==> config.mk <==
export PLATFORM = sky130hd
export DESIGN_NAME = mem_read_m1_ctrl
export DESIGN_NICKNAME = d
export VERILOG_FILES = /design/src/rtl/mem_read_m1_ctrl.sv
export SDC_FILE = /design/constraint.sdc
export NUM_CORES = 1
export LEC_CHECK = 0
export ABC_AREA = 1
export CAP_MARGIN = 10
export CORE_AREA = 2 2 39 41
export CTS_CLUSTER_SIZE = 28
export DETAILED_ROUTE_END_ITERATION = 8
export DIE_AREA = 0 0 41 43
export DONT_BUFFER_PORTS = 1
export SYNTH_ARGS = -nofsm -noshare
export SYNTH_HDL_FRONTEND = slang
export SYNTH_SLANG_ARGS = --single-unit
==> constraint.sdc <==
create_clock -name clk -period 1.88 [get_ports clk]
set_clock_uncertainty 0.15 [all_clocks]
set_input_delay 0.376 -clock clk [delete_from_list [all_inputs] [get_ports clk]]
set_output_delay 0.376 -clock clk [all_outputs]
set_load 0.02 [all_outputs]
==> src/rtl/mem_read_m1_ctrl.sv <==
// Read sequencer for the M1 operand buffer: walks (row, column) in address order,
// then waits N-1 cycles for the lane skew to drain. Optional tile_done via MEM_READ_M1_CTRL_TILE_DONE_EN.
module mem_read_m1_ctrl #(
   parameter int N = 3,
   parameter int M = 6
) (
   input  logic                     clk,
   input  logic                     rst_n,
   input  logic                     start,
   input  logic                     stall,
   input  logic                     abort,
   output logic [$clog2(M)-1:0]     row,
   output logic [$clog2(M/N)-1:0]   column,
   output logic                     rd_en,
   output logic                     busy,
   output logic                     done
`ifdef MEM_READ_M1_CTRL_TILE_DONE_EN
   ,
   output logic                     tile_done
`endif
);

   localparam int RW = $clog2(M);
   localparam int CW = $clog2(M/N);
   localparam int DW = (N > 2) ? $clog2(N-1) : 1;
   localparam logic [RW-1:0] ROW_LAST   = RW'(M-1);
   localparam logic [CW-1:0] COL_LAST   = CW'(M/N-1);
   localparam logic [DW-1:0] DRAIN_LAST = DW'((N > 1) ? N-2 : 0);

   typedef enum logic [1:0] {
      S_IDLE  = 2'd0,
      S_ISSUE = 2'd1,
      S_DRAIN = 2'd2,
      S_DONE  = 2'd3
   } state_t;

   state_t        state_q, state_d;
   logic [RW-1:0] row_q, row_d;
   logic [CW-1:0] col_q, col_d;
   logic [DW-1:0] drain_q, drain_d;

   always_ff @(posedge clk or negedge rst_n) begin
      if (!rst_n) begin
         state_q <= S_IDLE;
         row_q   <= '0;
         col_q   <= '0;
         drain_q <= '0;
      end else begin
         state_q <= state_d;
         row_q   <= row_d;
         col_q   <= col_d;
         drain_q <= drain_d;
      end
   end

   always_comb begin
      state_d = state_q;
      row_d   = row_q;
      col_d   = col_q;
      drain_d = drain_q;
      rd_en   = (state_q == S_ISSUE) & ~stall & ~abort;
      busy    = (state_q == S_ISSUE) | (state_q == S_DRAIN);
      done    = (state_q == S_DONE);
      if (abort) begin
         state_d = S_IDLE;
         row_d   = '0;
         col_d   = '0;
         drain_d = '0;
      end else begin
         case (state_q)
            S_IDLE: begin
               if (start) state_d = S_ISSUE;
            end
            S_ISSUE: begin
               if (rd_en) begin
                  if (row_q == ROW_LAST) begin
                     row_d = '0;
                     if (col_q == COL_LAST) begin
                        // Final pair: counters already back at 0 for the next run.
                        col_d   = '0;
                        drain_d = '0;
                        state_d = (N == 1) ? S_DONE : S_DRAIN;
                     end else begin
                        col_d = col_q + 1'b1;
                     end
                  end else begin
                     row_d = row_q + 1'b1;
                  end
               end
            end
            S_DRAIN: begin
               if (drain_q == DRAIN_LAST) begin
                  drain_d = '0;
                  state_d = S_DONE;
               end else begin
                  drain_d = drain_q + 1'b1;
               end
            end
            default: begin
               state_d = S_IDLE;
            end
         endcase
      end
   end

   assign row    = row_q;
   assign column = col_q;

`ifdef MEM_READ_M1_CTRL_TILE_DONE_EN
   assign tile_done = rd_en & (row_q == ROW_LAST);
`endif

endmodule

==> reports/metrics.yaml, run 1 <==
outcome:
  status: "completed"
floorplan:
  die_w_um: 41
  rows: 14
  die_y_um: 43
  core_area_um2: 1380
  start_util_pct: 35.6
  ioPinCount: 12
  die-area_um2: 1760
placement:
  gp_congestion: 0.778
  place_hpwl_um: 760
  dp_cells: 87
  io_buffers: 0
  pre_cts_ws_ns: 0.259
job:
  max_cap_violations: 0
timing:
  finalHoldViolations: 0
  slew_headroom_pct: 77.1
  period_share_pct: 95.1
  drv_slew: 0
  setup_viol: 0
  max_freq_ghz: 0.560
  whs_ns: 0.144
  worst_slew_pin_slew_ns: 0.342
  setup_slack_ns: 0.0927
  min_period_ns: 1.79
  final.setup.tns_ns: 0
  rsz0062_at_grt: "no"
min_path:
  hold_start: "abort"
  holdPathEnd: "column"
  holdCritPathClass: "input port to flip-flop"
  hold_depth: 3
critical_path:
  path_max_fanout: 4
  cp-start-kind: "flip-flop"
  critical_path_arrival_ns: 1.26
  crit_path_start: "state_q[1]"
  end_kind: "primary output"
  crit_required_ns: 1.35
  worst_r2r_endpoint: "state_q[1]"
  reg2reg_depth: 6
  path_class: "flip-flop to primary output"
  r2r-start: "state_q[0]"
  r2r_slack_ns: 0.37
grt:
  grt_pass1_vias: 381
  grt-ovfl-total: 0
  grt.total_usage_pct: 13.7
  grt_first_pass_wirelength_um: 1570
  grt_max_degree: 8
  antenna_found_initial: 0
routing:
  antenna_left: 0
  route.detailed.drc: 0
  wl_per_cell_um: 10.7
  drt_iter0_markers: 3
  routed_via_density: 4.63
  first_pass_iters: 4
  drt_wl_total_um: 980
  dr_total_vias: 426
clock_tree:
  ctsHtreeMaxLevel: 1
  cts_buffers: 3
  cts.root.buffer_cell: "clkbuf_4"
  cts_num_sinks: 7
  clkTransAtPathRegs_ns: 0.06
  clock_latency_ns: 0.25
  cts_tree: "built"
  cts_setup_buffers: 0
  cts_buffer_depth: 2
finish:
  num_antenna_cells: 0
  ff_latch_area_um2: 175
  multiInputGateArea_um2: 278
  synthToLayoutAreaGrowth_pct: 15.5
  fillCellCount: 138
  stdcell_count: 92
  num-nets-final: 87
  drive_above_1_share_pct: 14.5
logic_synthesis:
  ys_types: 15
  ys_seq_area_share_pct: 35.5
  netlist_area_um2: 493
  netlist_instances: 70
  syn_nets: 80
  yosys_warnings: 0
  ys_ff_latch: 7
  syn_area_per_cell_um2: 7.04
pwr:
  vdd_drop_max_v: 0.000401
  powerDensity_nw_per_um2: 1150
  power_uw: 655
  leakage_nw: 0.300
[synth_stat cells]
| cell | number | share of area [%] |
|---|---|---|
| dfrtp_1 | 7 | 36 |
| o21ai_0 | 3 | 3.0 |
| nor3_1 | 1 | 1.0 |
| inv_2 | 1 | 0.76 |
| nand2_2 | 1 | 1.3 |
| nor2_2 | 1 | 1.3 |
| nand3_1 | 4 | 4.1 |
| nand2_1 | 15 | 11 |
| ha_1 | 5 | 13 |
| inv_1 | 13 | 9.9 |
| nand3_2 | 1 | 2.0 |
| nor2_4 | 1 | 2.3 |
| a21oi_1 | 1 | 1.0 |
| nor2_1 | 13 | 9.9 |
| nand4_1 | 3 | 3.8 |
[worst max-delay path by stage]
stage / end / slack [ns]
floorplan: rd_en / 0.20
global placement: rd_en / 0.31
detailed placement: rd_en / 0.26
CTS: rd_en / 0.03
global route: rd_en / 0.01
finish: rd_en / 0.09
[per-layer routing]
metal | routed length [µm] | vias up | GRT usage [%]
met4 | 0 | 0 | 10.0
met5 | 0 | - | 0
li1 | - | 228 | -
met3 | 20 | 0 | 3.14
met2 | 517 | 4 | 19.1
met1 | 442 | 194 | 17.6
[worst max-delay path, cell delays in order (launching register included)]
cell,delay (ns)
dfrtp_1,0.42
inv_2,0.11
ha_4,0.15
nand2_1,0.08
nor2_1,0.09
buf_4,0.16
[state kept, by name, indices dropped and copies added, names as in the netlist]
name / count
row: 3
state_q: 2
column: 1
drain_q: 1
[kinds of logic (layout without fill, tap and decap cells)]
group | count (synthesis) | in the layout | share of synthesized area, %
flops | 7 | 7 | 35.5
compound gates | 4 | 4 | 4.06
fa+ha+maj | 5 | 5 | 12.7
buf+inv | 14 | 20 | 10.7
simple gates | 40 | 40 | 37.1
[final cells by class]
| cell class | count | area share, % |
|---|---|---|
| Multi-Input combinational cell | 49 | 48.8 |
| Sequential cell | 7 | 30.8 |
| Inverter | 14 | 9.23 |
| Clock buffer | 4 | 4.62 |
| Tap cell | 16 | 3.52 |
| Timing Repair Buffer | 2 | 3.08 |
[power by group]
group / switching [mW] / total [mW] / internal (mW) / leakage (nW)
sequential: 0.0378 / 0.214 / 0.177 / 0.0955
clock: 0.0602 / 0.142 / 0.0813 / 0.0150
combinational: 0.186 / 0.299 / 0.112 / 0.190
[cell usage in the layout, fill, tap and decap left out, drive strengths merged]
| cell | count |
|---|---|
| dfrtp | 7 |
| dlygate4sd3 | 1 |
| clkbuf | 4 |
| nor3 | 1 |
| nand3 | 5 |
| nand4 | 3 |
| ha | 5 |
| nand2 | 16 |
| o21ai | 3 |
| a21oi | 1 |
| buf | 1 |
| nor2 | 15 |
| inv | 14 |
[metrics by stage]
stage	area (µm²)	utilization, %
floorplan	493	-
global placement	520	37.6
detailed placement	520	37.6
CTS	569	41.1
global route	569	41.1
finish	569	41.1
[what timing repair did]
| action | CTS | global route |
|---|---|---|
| hold buffers | 1 | 0 |
| endpoints found under the hold margin | 7 | 0 |
| endpoints found under the setup margin | 1 | 1 |
| gates resized for setup | 2 | 1 |
Power figures use the tool's default switching activity.
==> inputs of run 2 (changes only) <==
--- a/config.mk
+++ b/config.mk
@@ -7,11 +7,15 @@
 export LEC_CHECK = 0
 export ABC_AREA = 1
 export CAP_MARGIN = 10
+export CELL_PAD_IN_SITES_DETAIL_PLACEMENT = 1
+export CELL_PAD_IN_SITES_GLOBAL_PLACEMENT = 1
 export CORE_AREA = 2 2 39 41
 export CTS_CLUSTER_SIZE = 28
 export DETAILED_ROUTE_END_ITERATION = 8
 export DIE_AREA = 0 0 41 43
 export DONT_BUFFER_PORTS = 1
+export PLACE_DENSITY_LB_ADDON = 0.1
+export RECOVER_POWER = 25
 export SYNTH_ARGS = -nofsm -noshare
 export SYNTH_HDL_FRONTEND = slang
 export SYNTH_SLANG_ARGS = --single-unit
==> run 2 against run 1 <==
Effect of this change:
- combinational power is essentially flat
- design area is the same
- highest routed layer unchanged
- final cell count is the same
- global-route usage grew 1.1 points
- setup slack gained 0.012 ns
- hold slack gained 0.018 ns
- clock power shrank 9.9%
- critical path depth is the same
- utilization is the same
- wire length grew 11%
- via count grew 1.9%
- register-to-register slack is essentially flat
==> reports/metrics.yaml, run 2 (same netlist as run 1, synthesis figures left out) <==
floorplan:
  core_area_um2: 1380  # unchanged
  die_y_um: 43  # unchanged
  start_util_pct: 35.6  # unchanged
  die_w_um: 41  # unchanged
  ioPinCount: 12  # unchanged
  rows: 14  # unchanged
  die-area_um2: 1760  # unchanged
min_path:
  holdPathEnd: "column"  # unchanged
  holdCritPathClass: "input port to flip-flop"  # unchanged
  hold_start: "abort"  # unchanged
  hold_depth: 3  # unchanged
routing:
  antenna_left: 0  # unchanged
  routed_via_density: 4.72  # was 4.63
  route.detailed.drc: 0  # unchanged
  wl_per_cell_um: 11.8  # was 10.7 µm
  drt_wl_total_um: 1080  # was 980 µm
  drt_iter0_markers: 4  # was 3
  first_pass_iters: 3  # was 4
  dr_total_vias: 434  # was 426
critical_path:
  crit_family: "flip-flops"  # unchanged
  r2r_slack_ns: 0.38  # was 0.37 ns
  slowest_delay_ns: 0.41  # was 0.42 ns
  path_max_fanout: 4  # unchanged
  cp-start-kind: "flip-flop"  # unchanged
  reg2reg_depth: 6  # unchanged
  path_class: "flip-flop to primary output"  # unchanged
  crit_buf_inv: 2  # unchanged
  critical_path_arrival_ns: 1.25  # was 1.26 ns
  cp_cell_sequence: "inv_2 -> ha_4 -> nand2_1 -> nor2_1 -> buf_4"  # unchanged
  worst_r2r_endpoint: "state_q[1]"  # unchanged
  crit_required_ns: 1.35  # about the same
  end_kind: "primary output"  # unchanged
  r2r-start: "state_q[0]"  # unchanged
  worst_path_max_delay_cell: "dfrtp_1"  # unchanged
pwr:
  clkPwrFrac_pct: 19.8  # was 21.6%
  leakage_nw: 0.300  # unchanged
  internal-power_uw: 371  # was 370 µW
  seq_power_share_pct: 33.4  # was 32.8%
  combinationalPowerShare_pct: 46.8  # was 45.6%
  vdd_drop_max_v: 0.000421  # was 0.000401 V
  switchingPower_uw: 274  # was 284 µW
  powerDensity_nw_per_um2: 1130  # was 1150 nW/µm²
  p_sw_share_pct: 42.5  # was 43.4%
clock_tree:
  clock_latency_ns: 0.24  # was 0.25 ns
  cts_setup_buffers: 0  # unchanged
  cts_buffer_depth: 2  # unchanged
  cts_num_sinks: 7  # unchanged
  clkTransAtPathRegs_ns: 0.05  # was 0.06 ns
  ctsHtreeMaxLevel: 1  # unchanged
  cts.root.buffer_cell: "clkbuf_4"  # unchanged
  cts_buffers: 3  # unchanged
  cts_tree: "built"  # unchanged
timing:
  finalHoldViolations: 0  # unchanged
  period_share_pct: 94.4  # was 95.1%
  rsz0062_at_grt: "no"  # unchanged
  worst_slew_pin_slew_ns: 0.314  # was 0.342 ns
  whs_ns: 0.161  # was 0.144 ns
  setup_viol: 0  # unchanged
  drv_slew: 0  # unchanged
  final.setup.tns_ns: 0  # unchanged
  max_freq_ghz: 0.563  # was 0.560 GHz
  min_period_ns: 1.78  # was 1.79 ns
  slew_headroom_pct: 79.0  # was 77.1%
finish:
  num-nets-final: 87  # unchanged
  synthToLayoutAreaGrowth_pct: 15.5  # unchanged
  fillCellCount: 188  # was 138
  drive_above_1_share_pct: 14.5  # unchanged
  final_cell_mix: "nand2_1, nor2_1, inv_1"  # unchanged
  ff_latch_area_um2: 175  # unchanged
  final_common_cell: "nand2_1"  # unchanged
  num_antenna_cells: 0  # unchanged
  multiInputGateArea_um2: 278  # unchanged
  largest_reg_flops: 3  # unchanged
placement:
  place_hpwl_um: 944  # was 760 µm
  io_buffers: 0  # unchanged
  gp_congestion: 0.717  # was 0.778
grt:
  antenna_found_initial: 0  # unchanged
  grt_pass1_vias: 435  # was 381
  grt.total_usage_pct: 14.8  # was 13.7%
  grt_max_degree: 8  # unchanged
  grt-ovfl-total: 0  # unchanged
  grt_first_pass_wirelength_um: 1700  # was 1570 µm
outcome:
  status: "completed"  # unchanged
job:
  max_cap_violations: 0  # unchanged
[run 2: cell counts in the layout (fill, tap and decap cells not counted)]
No cell type changed its count.
[run 2: worst max-delay path by stage]
stage                    start  endpoint  slack (ns)  depth (start not counted)
floorplan           state_q[1]     rd_en        0.20                          4
global placement    state_q[1]     rd_en        0.30                          5
detailed placement  state_q[1]     rd_en        0.25                          5
CTS                 state_q[1]     rd_en       0.009                          5
global route        state_q[1]     rd_en       0.001                          5
finish              state_q[1]     rd_en        0.10                          5
[run 2: worst min-delay path, cell delays in order]
cell	delay, ns
inv_2	0.04
nand2_1	0.07
nor2_1	0.04
[run 2: area by class of cell]
class                      instances  share of cell area (%)
multi-input combinational         49                    48.8
sequential                         7                    30.8
inverter                          14                    9.23
clock buffer                       4                    4.62
tap                               16                    3.52
timing repair buffer               2                    3.08
[run 2: per-stage QoR]
step	std cells	cell area (µm²)	worst slack, ns	util (%)	power [mW]
detailed placement	87	520	0.255	37.6	0.508
CTS	92	559	0.00940	40.4	0.650
floorplan	70	493	0.204	-	0.444
finish	92	569	0.104	41.1	0.645
global placement	87	520	0.299	37.6	0.499
global route	92	569	0.00146	41.1	0.712
[run 2: routing by layer]
| layer | GRT usage [%] | wire length (µm) |
|---|---|---|
| met1 | 16.7 | 459 |
| met2 | 24.4 | 563 |
| met3 | 7.85 | 61 |
| met4 | 2.00 | 0 |
| met5 | 0 | 0 |
[run 2: timing repair]
item | 4_1_cts | 5_1_grt
hold buffers | 1 | 0
resized for setup | 1 | 2
endpoints found under the setup margin | 1 | 1
endpoints found under the hold margin | 7 | 0
[run 2: power groups by stage]
stage | Sequential (mW) | Combinational, mW | Clock (mW)
after floorplan | 0.204 | 0.239 | 0
after CTS | 0.212 | 0.303 | 0.136
after global placement | 0.210 | 0.289 | 0
after global routing | 0.219 | 0.346 | 0.147
final | 0.215 | 0.302 | 0.128
after detailed placement | 0.214 | 0.294 | 0
==> inputs of run 3 (changes only) <==
--- a/config.mk
+++ b/config.mk
@@ -14,7 +14,7 @@
 export DETAILED_ROUTE_END_ITERATION = 8
 export DIE_AREA = 0 0 41 43
 export DONT_BUFFER_PORTS = 1
-export PLACE_DENSITY_LB_ADDON = 0.1
+export PLACE_DENSITY = 0.72
 export RECOVER_POWER = 25
 export SYNTH_ARGS = -nofsm -noshare
 export SYNTH_HDL_FRONTEND = slang
==> run 3 against run 2 <==
Effect of this change:
- register-to-register slack worse by 0.03 ns
- critical path type unchanged
- sequential power about the same
- design area stayed put
- largest power group unchanged
- utilization stayed put
- sequential share of layout area unchanged
- global-route usage is 0.55 points higher
- hold slack worse by 0.018 ns
- largest cell class unchanged
- wire length fell by 2.8%
==> reports/metrics.yaml, run 3 (same netlist as run 1, synthesis figures left out) <==
pwr:
  vdd_drop_max_v: 0.000437  # was 0.000421 V
  power_uw: 651  # was 645 µW
  clkPwrFrac_pct: 20.5  # was 19.8%
  seq_power_share_pct: 32.7  # was 33.4%
  leakage_nw: 0.300  # unchanged
  p_sw_share_pct: 43.1  # was 42.5%
  switchingPower_uw: 280  # was 274 µW
  powerDensity_nw_per_um2: 1140  # was 1130 nW/µm²
  internal-power_uw: 370  # was 371 µW
  combinationalPowerShare_pct: 46.8  # about the same
clock_tree:
  clock_latency_ns: 0.25  # was 0.24 ns
  cts_tree: "built"  # unchanged
  cts_setup_buffers: 0  # unchanged
  ctsHtreeMaxLevel: 1  # unchanged
  cts_num_sinks: 7  # unchanged
  cts.root.buffer_cell: "clkbuf_4"  # unchanged
  cts_buffer_depth: 2  # unchanged
  clkTransAtPathRegs_ns: 0.05  # about the same
  cts_buffers: 3  # unchanged
finish:
  synthToLayoutAreaGrowth_pct: 15.5  # unchanged
  fin_area_um2: 569  # unchanged
  final_cell_mix: "nand2_1, nor2_1, inv_1"  # unchanged
  largest_reg_flops: 3  # unchanged
  drive_above_1_share_pct: 14.5  # unchanged
  fillCellCount: 180  # was 188
  num-nets-final: 87  # unchanged
  final_common_cell: "nand2_1"  # unchanged
  stdcell_count: 92  # unchanged
  num_antenna_cells: 0  # unchanged
timing:
  whs_ns: 0.143  # was 0.161 ns
  setup_viol: 0  # unchanged
  min_period_ns: 1.77  # was 1.78 ns
  drv_slew: 0  # unchanged
  worst_slew_pin_slew_ns: 0.356  # was 0.314 ns
  slew_headroom_pct: 76.2  # was 79.0%
  period_share_pct: 94.2  # was 94.4%
  rsz0062_at_grt: "no"  # unchanged
  finalHoldViolations: 0  # unchanged
  max_freq_ghz: 0.565  # was 0.563 GHz
  final.setup.tns_ns: 0  # unchanged
grt:
  grt.total_usage_pct: 15.4  # was 14.8%
  antenna_found_initial: 0  # unchanged
  grt_max_degree: 8  # unchanged
  grt_pass1_vias: 450  # was 435
  grt_first_pass_wirelength_um: 1790  # was 1700 µm
  grt-ovfl-total: 0  # unchanged
routing:
  antenna_left: 0  # unchanged
  drt_iter0_markers: 0  # was 4
  dr_total_vias: 441  # was 434
  routed_via_density: 4.79  # was 4.72
  wl_per_cell_um: 11.5  # was 11.8 µm
  drt_wl_total_um: 1050  # was 1080 µm
  first_pass_iters: 1  # was 3
  route.detailed.drc: 0  # unchanged
floorplan:
  start_util_pct: 35.6  # unchanged
  die-area_um2: 1760  # unchanged
  die_y_um: 43  # unchanged
  core_area_um2: 1380  # unchanged
  rows: 14  # unchanged
  ioPinCount: 12  # unchanged
  die_w_um: 41  # unchanged
placement:
  io_buffers: 0  # unchanged
  gp_congestion: 0.798  # was 0.717
  dp_cells: 87  # unchanged
  dpl_cell_area_um2: 520  # unchanged
  place_hpwl_um: 858  # was 944 µm
critical_path:
  worst_path_max_delay_cell: "dfrtp_1"  # unchanged
  path_class: "flip-flop to primary output"  # unchanged
  slowest_delay_ns: 0.41  # about the same
  end_kind: "primary output"  # unchanged
  critical_path_arrival_ns: 1.24  # was 1.25 ns
  crit_family: "flip-flops"  # unchanged
  crit_path_start: "state_q[1]"  # unchanged
  cp-start-kind: "flip-flop"  # unchanged
  crit_required_ns: 1.35  # about the same
  cp_cell_sequence: "inv_2 -> ha_4 -> nand2_1 -> nor2_1 -> buf_4"  # unchanged
  crit_buf_inv: 2  # unchanged
  r2r-start: "state_q[0]"  # unchanged
  path_max_fanout: 4  # unchanged
job:
  max_cap_violations: 0  # unchanged
outcome:
  status: "completed"  # unchanged
min_path:
  holdCritPathClass: "input port to flip-flop"  # unchanged
  hold_start: "abort"  # unchanged
-- run 3: cell counts in the layout (fill, tap and decap cells not counted) --
No cell type changed its count.
-- run 3: worst reg2reg max path, delay by kind of cell, from the launching register on --
family / cells / cell delay, ns
DFF: 1 / 0.45
adders and majority gates: 1 / 0.42
and+or+nand+nor: 3 / 0.27
buffers and inverters: 2 / 0.16
-- run 3: per-layer routing --
layer	global-route usage (%)	share of wire, %
met5	0	0
met3	8.38	3.0
met2	21.3	47
met4	7.33	0.85
met1	18.8	49
-- run 3: worst paths after layout --
| path | endpoint | slack (ns) | cells after the start |
|---|---|---|---|
| max | rd_en | 0.11 | 5 |
| min | column | 0.14 | 3 |
| max reg2reg | state_q[1] | 0.35 | 6 |
| min reg2reg | drain_q | 0.34 | 2 |
| max in group asynchronous | state_q[0] | 1.00 | 1 |
| min in group asynchronous | row[2] | 0.32 | 1 |
-- run 3: power by group through the flow --
stage	logic, mW	registers [mW]	clock network, mW
after global routing	0.350	0.218	0.153
final	0.304	0.213	0.133
after detailed placement	0.291	0.211	0
after CTS	0.299	0.208	0.142
after global placement	0.286	0.209	0
after floorplan	0.239	0.204	0
-- run 3: layout make-up --
class                           count  area [µm²]  share of cell area (%)
Inverter                           14        52.6                    9.23
Clock buffer                        4        26.3                    4.62
Tap cell                           16        20.0                    3.52
Sequential cell                     7         175                    30.8
Multi-Input combinational cell     49         278                    48.8
Timing Repair Buffer                2        17.5                    3.08
-- run 3: repair_timing --
item | 4_1_cts | 5_1_grt
hold buffers | 1 | 0
gates resized for setup | 1 | 2
hold endpoints to repair | 7 | 0
setup endpoints to repair | 1 | 1
-- run 3: per-stage QoR --
stage / worst slack, ns / utilization [%]
after floorplan: 0.204 / -
after global placement: 0.304 / 37.6
after detailed placement: 0.258 / 37.6
after CTS: 0.00450 / 40.4
after global routing: 0.0307 / 41.1
final: 0.110 / 41.1
